[config.mk]
export PLATFORM = sky130hd
export DESIGN_NAME = distance_poll_master
export DESIGN_NICKNAME = d
export VERILOG_FILES = /design/src/rtl/distance_poll_master.sv
export SDC_FILE = /design/constraint.sdc
export NUM_CORES = 1
export LEC_CHECK = 0
export BUFFER_PORTS_ARGS = -buffer_cell sky130_fd_sc_hd__buf_2
export CAP_MARGIN = 20
export CORE_ASPECT_RATIO = 2
export CORE_UTILIZATION = 57
export DETAILED_ROUTE_END_ITERATION = 10
export GPL_ROUTABILITY_DRIVEN = 0
export PLACE_DENSITY = 0.93
export SYNTH_ARGS = -nofsm -noshare
export SYNTH_HDL_FRONTEND = slang
export SYNTH_SLANG_ARGS = --single-unit
[constraint.sdc]
create_clock -name clk -period 5.7 [get_ports clk]
set_clock_uncertainty 0.15 [all_clocks]
set_input_delay 0.855 -clock clk [delete_from_list [all_inputs] [get_ports clk]]
set_output_delay 0.855 -clock clk [all_outputs]
set_load 0.02 [all_outputs]
[src/rtl/distance_poll_master.sv]
// Periodic bus poller for the ultrasonic distance peripheral: reads STATUS, then DISTANCE, and
// publishes a distance sample plus a car-present flag with hysteresis. Define DIST_AVG_EN to average the last 4 samples.
module distance_poll_master #(
  parameter logic [15:0] STATUS_ADDR      = 16'h0904,
  parameter logic [15:0] DISTANCE_ADDR    = 16'h0900,
  parameter int unsigned POLL_PERIOD      = 50000,
  parameter int unsigned READ_WAIT        = 1,
  parameter int unsigned MAX_STATUS_TRIES = 8,
  parameter logic [15:0] CAR_THRESHOLD    = 16'd100,
  parameter logic [15:0] HYST             = 16'd8
) (
  input  logic        clk,
  input  logic        reset,
  input  logic        enable,
  output logic        io_select,
  output logic [15:0] address,
  input  logic [15:0] read_data,
  output logic [15:0] distance,
  output logic        distance_valid,
  output logic        car_present,
  output logic        timeout_err,
  output logic        busy
);

  localparam int unsigned PW = (POLL_PERIOD > 1) ? $clog2(POLL_PERIOD) : 1;
  localparam int unsigned RW = (READ_WAIT > 1) ? $clog2(READ_WAIT) : 1;
  localparam int unsigned TW = (MAX_STATUS_TRIES > 1) ? $clog2(MAX_STATUS_TRIES) : 1;
  localparam logic [16:0] RELEASE_LVL = 17'(CAR_THRESHOLD) + 17'(HYST);

  typedef enum logic [2:0] {
    S_IDLE,
    S_WAIT,
    S_STAT,
    S_GAP,
    S_DIST,
    S_UPD
  } state_t;

  state_t        state_q, state_d;
  logic [PW-1:0] period_q, period_d;
  logic [RW-1:0] rw_q, rw_d;
  logic [TW-1:0] tries_q, tries_d;
  logic          stat_ok_q, stat_ok_d;
  logic          io_select_d;
  logic [15:0]   address_d;
  logic [15:0]   distance_d;
  logic          distance_valid_d;
  logic          car_present_d;
  logic          timeout_err_d;
  logic          busy_d;

  logic          rw_last_c;
  logic          sample_c;
  logic [15:0]   pub_c;

  assign rw_last_c = (rw_q == RW'(READ_WAIT - 1));
  assign sample_c  = (state_q == S_DIST) && rw_last_c;

`ifdef DIST_AVG_EN
  // Three previous raw samples; together with the incoming one they form the 4-sample window.
  logic [15:0] hist_q [3];
  logic        primed_q;
  logic [17:0] sum_c;

  always_comb begin
    if (primed_q) begin
      sum_c = 18'(read_data) + 18'(hist_q[0]) + 18'(hist_q[1]) + 18'(hist_q[2]);
    end else begin
      sum_c = {read_data, 2'b00};
    end
    pub_c = sum_c[17:2];
  end

  always_ff @(posedge clk or posedge reset) begin
    if (reset) begin
      for (int i = 0; i < 3; i++) hist_q[i] <= 16'd0;
      primed_q <= 1'b0;
    end else if (sample_c) begin
      if (primed_q) begin
        hist_q[2] <= hist_q[1];
        hist_q[1] <= hist_q[0];
        hist_q[0] <= read_data;
      end else begin
        for (int i = 0; i < 3; i++) hist_q[i] <= read_data;
      end
      primed_q <= 1'b1;
    end
  end
`else
  assign pub_c = read_data;
`endif

  // Next-state, counters and registered-output next values.
  always_comb begin
    state_d          = state_q;
    period_d         = period_q;
    rw_d             = rw_q;
    tries_d          = tries_q;
    stat_ok_d        = stat_ok_q;
    address_d        = address;
    distance_d       = distance;
    distance_valid_d = 1'b0;
    car_present_d    = car_present;
    timeout_err_d    = timeout_err;

    case (state_q)
      S_IDLE: begin
        if (enable) begin
          state_d  = S_WAIT;
          period_d = PW'(POLL_PERIOD - 1);
        end
      end
      S_WAIT: begin
        if (!enable) begin
          state_d = S_IDLE;
        end else if (period_q == '0) begin
          state_d = S_STAT;
          tries_d = '0;
          rw_d    = '0;
        end else begin
          period_d = period_q - PW'(1);
        end
      end
      S_STAT: begin
        if (rw_last_c) begin
          stat_ok_d = read_data[0];
          rw_d      = '0;
          state_d   = S_GAP;
        end else begin
          rw_d = rw_q + RW'(1);
        end
      end
      S_GAP: begin
        if (stat_ok_q) begin
          state_d = S_DIST;
        end else if (tries_q != TW'(MAX_STATUS_TRIES - 1)) begin
          tries_d = tries_q + TW'(1);
          state_d = S_STAT;
        end else begin
          timeout_err_d = 1'b1;
          if (enable) begin
            state_d  = S_WAIT;
            period_d = PW'(POLL_PERIOD - 1);
          end else begin
            state_d = S_IDLE;
          end
        end
      end
      S_DIST: begin
        if (rw_last_c) begin
          distance_d       = pub_c;
          distance_valid_d = 1'b1;
          timeout_err_d    = 1'b0;
          if (!car_present && (17'(pub_c) <= 17'(CAR_THRESHOLD))) begin
            car_present_d = 1'b1;
          end else if (car_present && (17'(pub_c) > RELEASE_LVL)) begin
            car_present_d = 1'b0;
          end
          rw_d    = '0;
          state_d = S_UPD;
        end else begin
          rw_d = rw_q + RW'(1);
        end
      end
      S_UPD: begin
        if (enable) begin
          state_d  = S_WAIT;
          period_d = PW'(POLL_PERIOD - 1);
        end else begin
          state_d = S_IDLE;
        end
      end
      default: state_d = S_IDLE;
    endcase

    // Bus outputs follow the state being entered so they line up with it once registered.
    io_select_d = (state_d == S_STAT) || (state_d == S_DIST);
    if (state_d == S_STAT) address_d = STATUS_ADDR;
    if (state_d == S_DIST) address_d = DISTANCE_ADDR;
    busy_d = (state_d == S_STAT) || (state_d == S_GAP) ||
             (state_d == S_DIST) || (state_d == S_UPD);
  end

  always_ff @(posedge clk or posedge reset) begin
    if (reset) begin
      state_q        <= S_IDLE;
      period_q       <= '0;
      rw_q           <= '0;
      tries_q        <= '0;
      stat_ok_q      <= 1'b0;
      io_select      <= 1'b0;
      address        <= 16'd0;
      distance       <= 16'd0;
      distance_valid <= 1'b0;
      car_present    <= 1'b0;
      timeout_err    <= 1'b0;
      busy           <= 1'b0;
    end else begin
      state_q        <= state_d;
      period_q       <= period_d;
      rw_q           <= rw_d;
      tries_q        <= tries_d;
      stat_ok_q      <= stat_ok_d;
      io_select      <= io_select_d;
      address        <= address_d;
      distance       <= distance_d;
      distance_valid <= distance_valid_d;
      car_present    <= car_present_d;
      timeout_err    <= timeout_err_d;
      busy           <= busy_d;
    end
  end

endmodule

==> impl_results.html <==
<table>
<tr><th>Metric</th><th>Value</th></tr>
<tr><th colspan="2">Clocking</th></tr>
<tr><td>Number of CTS-inserted buffers</td><td>5</td></tr>
<tr><td>Total number of H-tree levels</td><td>2</td></tr>
<tr><td>Clock transition at the registers of the reported paths</td><td>80 ps</td></tr>
<tr><td>Clk Tree Root Cell</td><td>clkbuf_8</td></tr>
<tr><td>Post-CTS setup-driven buffer insertion count</td><td>0</td></tr>
<tr><td>Total of hold buffers inserted after clock tree synthesis</td><td>0</td></tr>
<tr><td>Number of gates given a new drive strength after cts</td><td>0</td></tr>
<tr><td>CTS tree</td><td>done</td></tr>
<tr><td>Later-pin clock latency in the skew report</td><td>300 ps</td></tr>
<tr><td>Sink Count</td><td>46</td></tr>
<tr><td>Number of buffers on the longest clock path</td><td>2</td></tr>
<tr><th colspan="2">STA</th></tr>
<tr><td>Total Neg Setup Slack</td><td>0 ps</td></tr>
<tr><td>Max transition margin</td><td>55.3%</td></tr>
<tr><td>RSZ-0062 raised after global routing</td><td>false</td></tr>
<tr><td>Crit share post-route</td><td>40.3%</td></tr>
<tr><td>Final Slew Violations</td><td>0</td></tr>
<tr><td>Count of final hold-check violations</td><td>0</td></tr>
<tr><td>Final critical delay including setup and external delays</td><td>2300 ps</td></tr>
<tr><td>Setup violation total in the final timing report</td><td>0</td></tr>
<tr><td>Transition time at the pin with the least slew margin</td><td>670 ps</td></tr>
<tr><td>Peak Freq</td><td>0.435 GHz</td></tr>
<tr><th colspan="2">Layout</th></tr>
<tr><td>P&amp;R area growth vs syn</td><td>12.3%</td></tr>
<tr><td>Commonest cells after routing, fill and taps aside</td><td>46 x dfrtp_1, 42 x buf_2, 17 x mux2_2</td></tr>
<tr><td>Fraction of final layout cells with drive strength greater than 1</td><td>33.1%</td></tr>
<tr><td>Number of nets in the layout</td><td>279</td></tr>
<tr><td>Post-layout util</td><td>68.1%</td></tr>
<tr><td>Commonest non-fill, non-tap cell in the layout</td><td>dfrtp_1</td></tr>
<tr><td>Antenna Diode Count</td><td>0</td></tr>
<tr><td>Filler-free cell count of the finished design</td><td>308</td></tr>
<tr><th colspan="2">Critical path</th></tr>
<tr><td>Critical path start-end classification</td><td>primary input to flip-flop</td></tr>
<tr><td>Reg-to-reg critical path startpoint</td><td>period_q[1]</td></tr>
<tr><td>Setup slack of the worst register-to-register path</td><td>3440 ps</td></tr>
<tr><td>Worst-path fanout max</td><td>11</td></tr>
<tr><td>CP startpoint kind</td><td>primary input</td></tr>
<tr><td>Arrival time at the worst endpoint</td><td>2330 ps</td></tr>
<tr><td>Beginning of the critical path</td><td>enable</td></tr>
<tr><td>Length in cells of the worst reg-to-reg path</td><td>7</td></tr>
<tr><td>Data required time of the critical path</td><td>5730 ps</td></tr>
<tr><td>Terminus of the critical flop-to-flop path</td><td>tries_q[1]</td></tr>
<tr><td>Crit. End Element</td><td>flip-flop</td></tr>
<tr><td>Worst setup path end</td><td>tries_q[1]</td></tr>
<tr><th colspan="2">Drt</th></tr>
<tr><td>Total wirelength of the detailed-routed design</td><td>4570 µm</td></tr>
<tr><td>DRC Markers</td><td>0</td></tr>
<tr><td>Drt first-iter violations</td><td>43</td></tr>
<tr><td>Total length of routed met2 wires</td><td>2650 µm</td></tr>
<tr><td>Via count normalized by instance count</td><td>5.62</td></tr>
<tr><td>Average wire per standard cell</td><td>14.8 µm</td></tr>
<tr><td>Routed length on met3</td><td>153 µm</td></tr>
<tr><td>Number of iterations in the first detailed-routing pass</td><td>4</td></tr>
<tr><td>Highest Signal Layer</td><td>met4</td></tr>
<tr><td>Antenna Nets Post-Route</td><td>0</td></tr>
<tr><td>Via count</td><td>1731</td></tr>
<tr><td>Met1 layer wirelength in the final routing</td><td>1670 µm</td></tr>
<tr><th colspan="2">Logic synthesis</th></tr>
<tr><td>Post-synthesis instance area</td><td>2380 µm²</td></tr>
<tr><td>Most used flip-flop cell after synthesis</td><td>dfrtp_1</td></tr>
<tr><td>Synth async-reset ratio</td><td>100%</td></tr>
<tr><td>Number of flops mapped to enable cells by yosys</td><td>0</td></tr>
<tr><td>Distinct cells, synth</td><td>54</td></tr>
<tr><td>Top cells by area in the synthesized netlist</td><td>dfrtp_1 48%, mux2_2 8.0%, buf_4 4.4%, nor2_1 2.4%, nand2_1 2.2%</td></tr>
<tr><td>Yosys warning total</td><td>0</td></tr>
<tr><td>Number of cells produced by synthesis</td><td>214</td></tr>
<tr><td>Syn Area/Cell</td><td>11.1 µm²</td></tr>
<tr><td>Sequential cell area fraction in the yosys report</td><td>48.4%</td></tr>
<tr><td>Number of synthesized register bits</td><td>46</td></tr>
<tr><td>Library cell with the largest summed area after synthesis</td><td>dfrtp_1</td></tr>
<tr><td>Share of the synthesized area in the top cell type</td><td>48.4%</td></tr>
<tr><th colspan="2">Global route</th></tr>
<tr><td>First-pass GRT wire length</td><td>7760 µm</td></tr>
<tr><td>Number of global-route vias before repair</td><td>1789</td></tr>
<tr><td>GRT Util Overall</td><td>24.5%</td></tr>
<tr><td>Grt ovf</td><td>0</td></tr>
<tr><td>Number of antenna violations at the first check in global routing</td><td>0</td></tr>
<tr><td>Pin count of the biggest net entering global routing</td><td>47</td></tr>
<tr><th colspan="2">Power</th></tr>
<tr><td>Standby leakage power</td><td>1.28 nW</td></tr>
<tr><td>Final Total Pwr</td><td>0.000953 W</td></tr>
<tr><td>Peak ir drop on the vdd network</td><td>0.261 mV</td></tr>
<tr><td>Power per Cell Area</td><td>357 nW/µm²</td></tr>
<tr><th colspan="2">Placement</th></tr>
<tr><td>Number of cells after detailed placement</td><td>301</td></tr>
<tr><td>Final HPWL from detailed placement</td><td>3380 µm</td></tr>
<tr><td>Total of buffers placed on input and output ports</td><td>42</td></tr>
<tr><th colspan="2">Floorplanning</th></tr>
<tr><td>Ports placed on the boundary</td><td>56</td></tr>
<tr><td>Floorplan die area</td><td>4450 µm²</td></tr>
<tr><td>Floorplan die height</td><td>93.4 µm</td></tr>
<tr><td>CORE AREA</td><td>3920 µm²</td></tr>
<tr><td>Number of rows in the core area</td><td>32</td></tr>
<tr><td>Die width</td><td>47.7 µm</td></tr>
<tr><td>Starting density of the core</td><td>60.6%</td></tr>
<tr><th colspan="2">Status</th></tr>
<tr><td>Status</td><td>complete, no violations</td></tr>
<tr><th colspan="2">Job</th></tr>
<tr><td>Max-capacitance violation count</td><td>0</td></tr>
<tr><th colspan="2">Worst hold path</th></tr>
<tr><td>Kind of path behind the tightest hold check</td><td>flip-flop to flip-flop</td></tr>
</table>
==> state kept, by name, indices dropped and copies added, names as in the netlist <==
signal          cells
address             2
distance_valid      1
io_select           1
state_q             3
distance           16
tries_q             3
busy                1
car_present         1
timeout_err         1
stat_ok_q           1
period_q           16
==> Yosys cell counts (2+ instances only) <==
library cell and n:
a21oi_2 2, a21o_1 2, nand2_2 2, o21ai_0 10, inv_1 7, nand2b_1 2, nor2_1 15, mux2_2 17
or3_1 3, nand3_1 8, nand2_1 14, nor3_1 5, xor2_1 6, and2b_1 2, o211ai_1 2, buf_4 14
buf_2 3, a21oi_1 6, xnor2_1 2, nor4_1 2, ha_1 3, o31ai_1 4, and3_1 2, buf_6 3
dfrtp_1 46, nand4_1 4
==> area by class of cell <==
type / instances / area, µm²
Fill cell: 341 / 1250
Sequential cell: 46 / 1150
Multi-Input combinational cell: 153 / 1090
Timing Repair Buffer: 44 / 225
Clock buffer: 6 / 82.6
Tap cell: 51 / 63.8
Clock inverter: 1 / 30.0
Inverter: 7 / 26.3
==> layer usage <==
metal  GRT usage [%]  vias to the layer above
met3            3.28                        8
li1                -                      820
met5               0                        -
met1            26.7                      854
met4            10.6                        0
met2            43.7                       49
==> worst max-delay path: stages <==
cell	delay, ps
buf_2	130
and4bb_1	480
nand2_1	140
or2_4	300
nand2_2	80
mux2_1	330
==> logic make-up (layout without fill, tap and decap cells) <==
family	after synthesis	in the layout	share of synthesized area, %
muxes	19	19	8.94
adders and majority gates	3	3	1.58
AOI/OAI and AO/OA	37	37	11.0
xor gates and xnor gates	8	8	2.95
and+or+nand+nor	73	73	19.4
DFF	46	46	48.4
buffers and inverters	27	58	7.57
other	1	13	0.158
==> power by group <==
group | switching (W) | internal (W) | total [W]
registers | 0.0000481 | 0.000397 | 0.000446
clock network | 0.000106 | 0.000140 | 0.000246
logic | 0.000156 | 0.000106 | 0.000262
==> how the worst min path moves through the flow <==
stage | from | to | cells after the start
floorplan | tries_q[1] | tries_q[1] | 1
global placement | address[8] | address[8] | 1
detailed placement | address[8] | address[8] | 1
CTS | address[8] | address[8] | 1
global route | address[2] | address[2] | 1
finish | address[8] | address[8] | 1
==> through the flow <==
step	worst slack [ps]	hold WS (ps)	cell area, µm²
3_5_place_dp	3120	322	2560
5_1_grt	3320	357	2670
2_1_floorplan	3610	312	2420
6_report	3400	338	2670
4_1_cts	3410	346	2670
3_3_place_gp	3200	317	2560
Power figures use the tool's default switching activity.
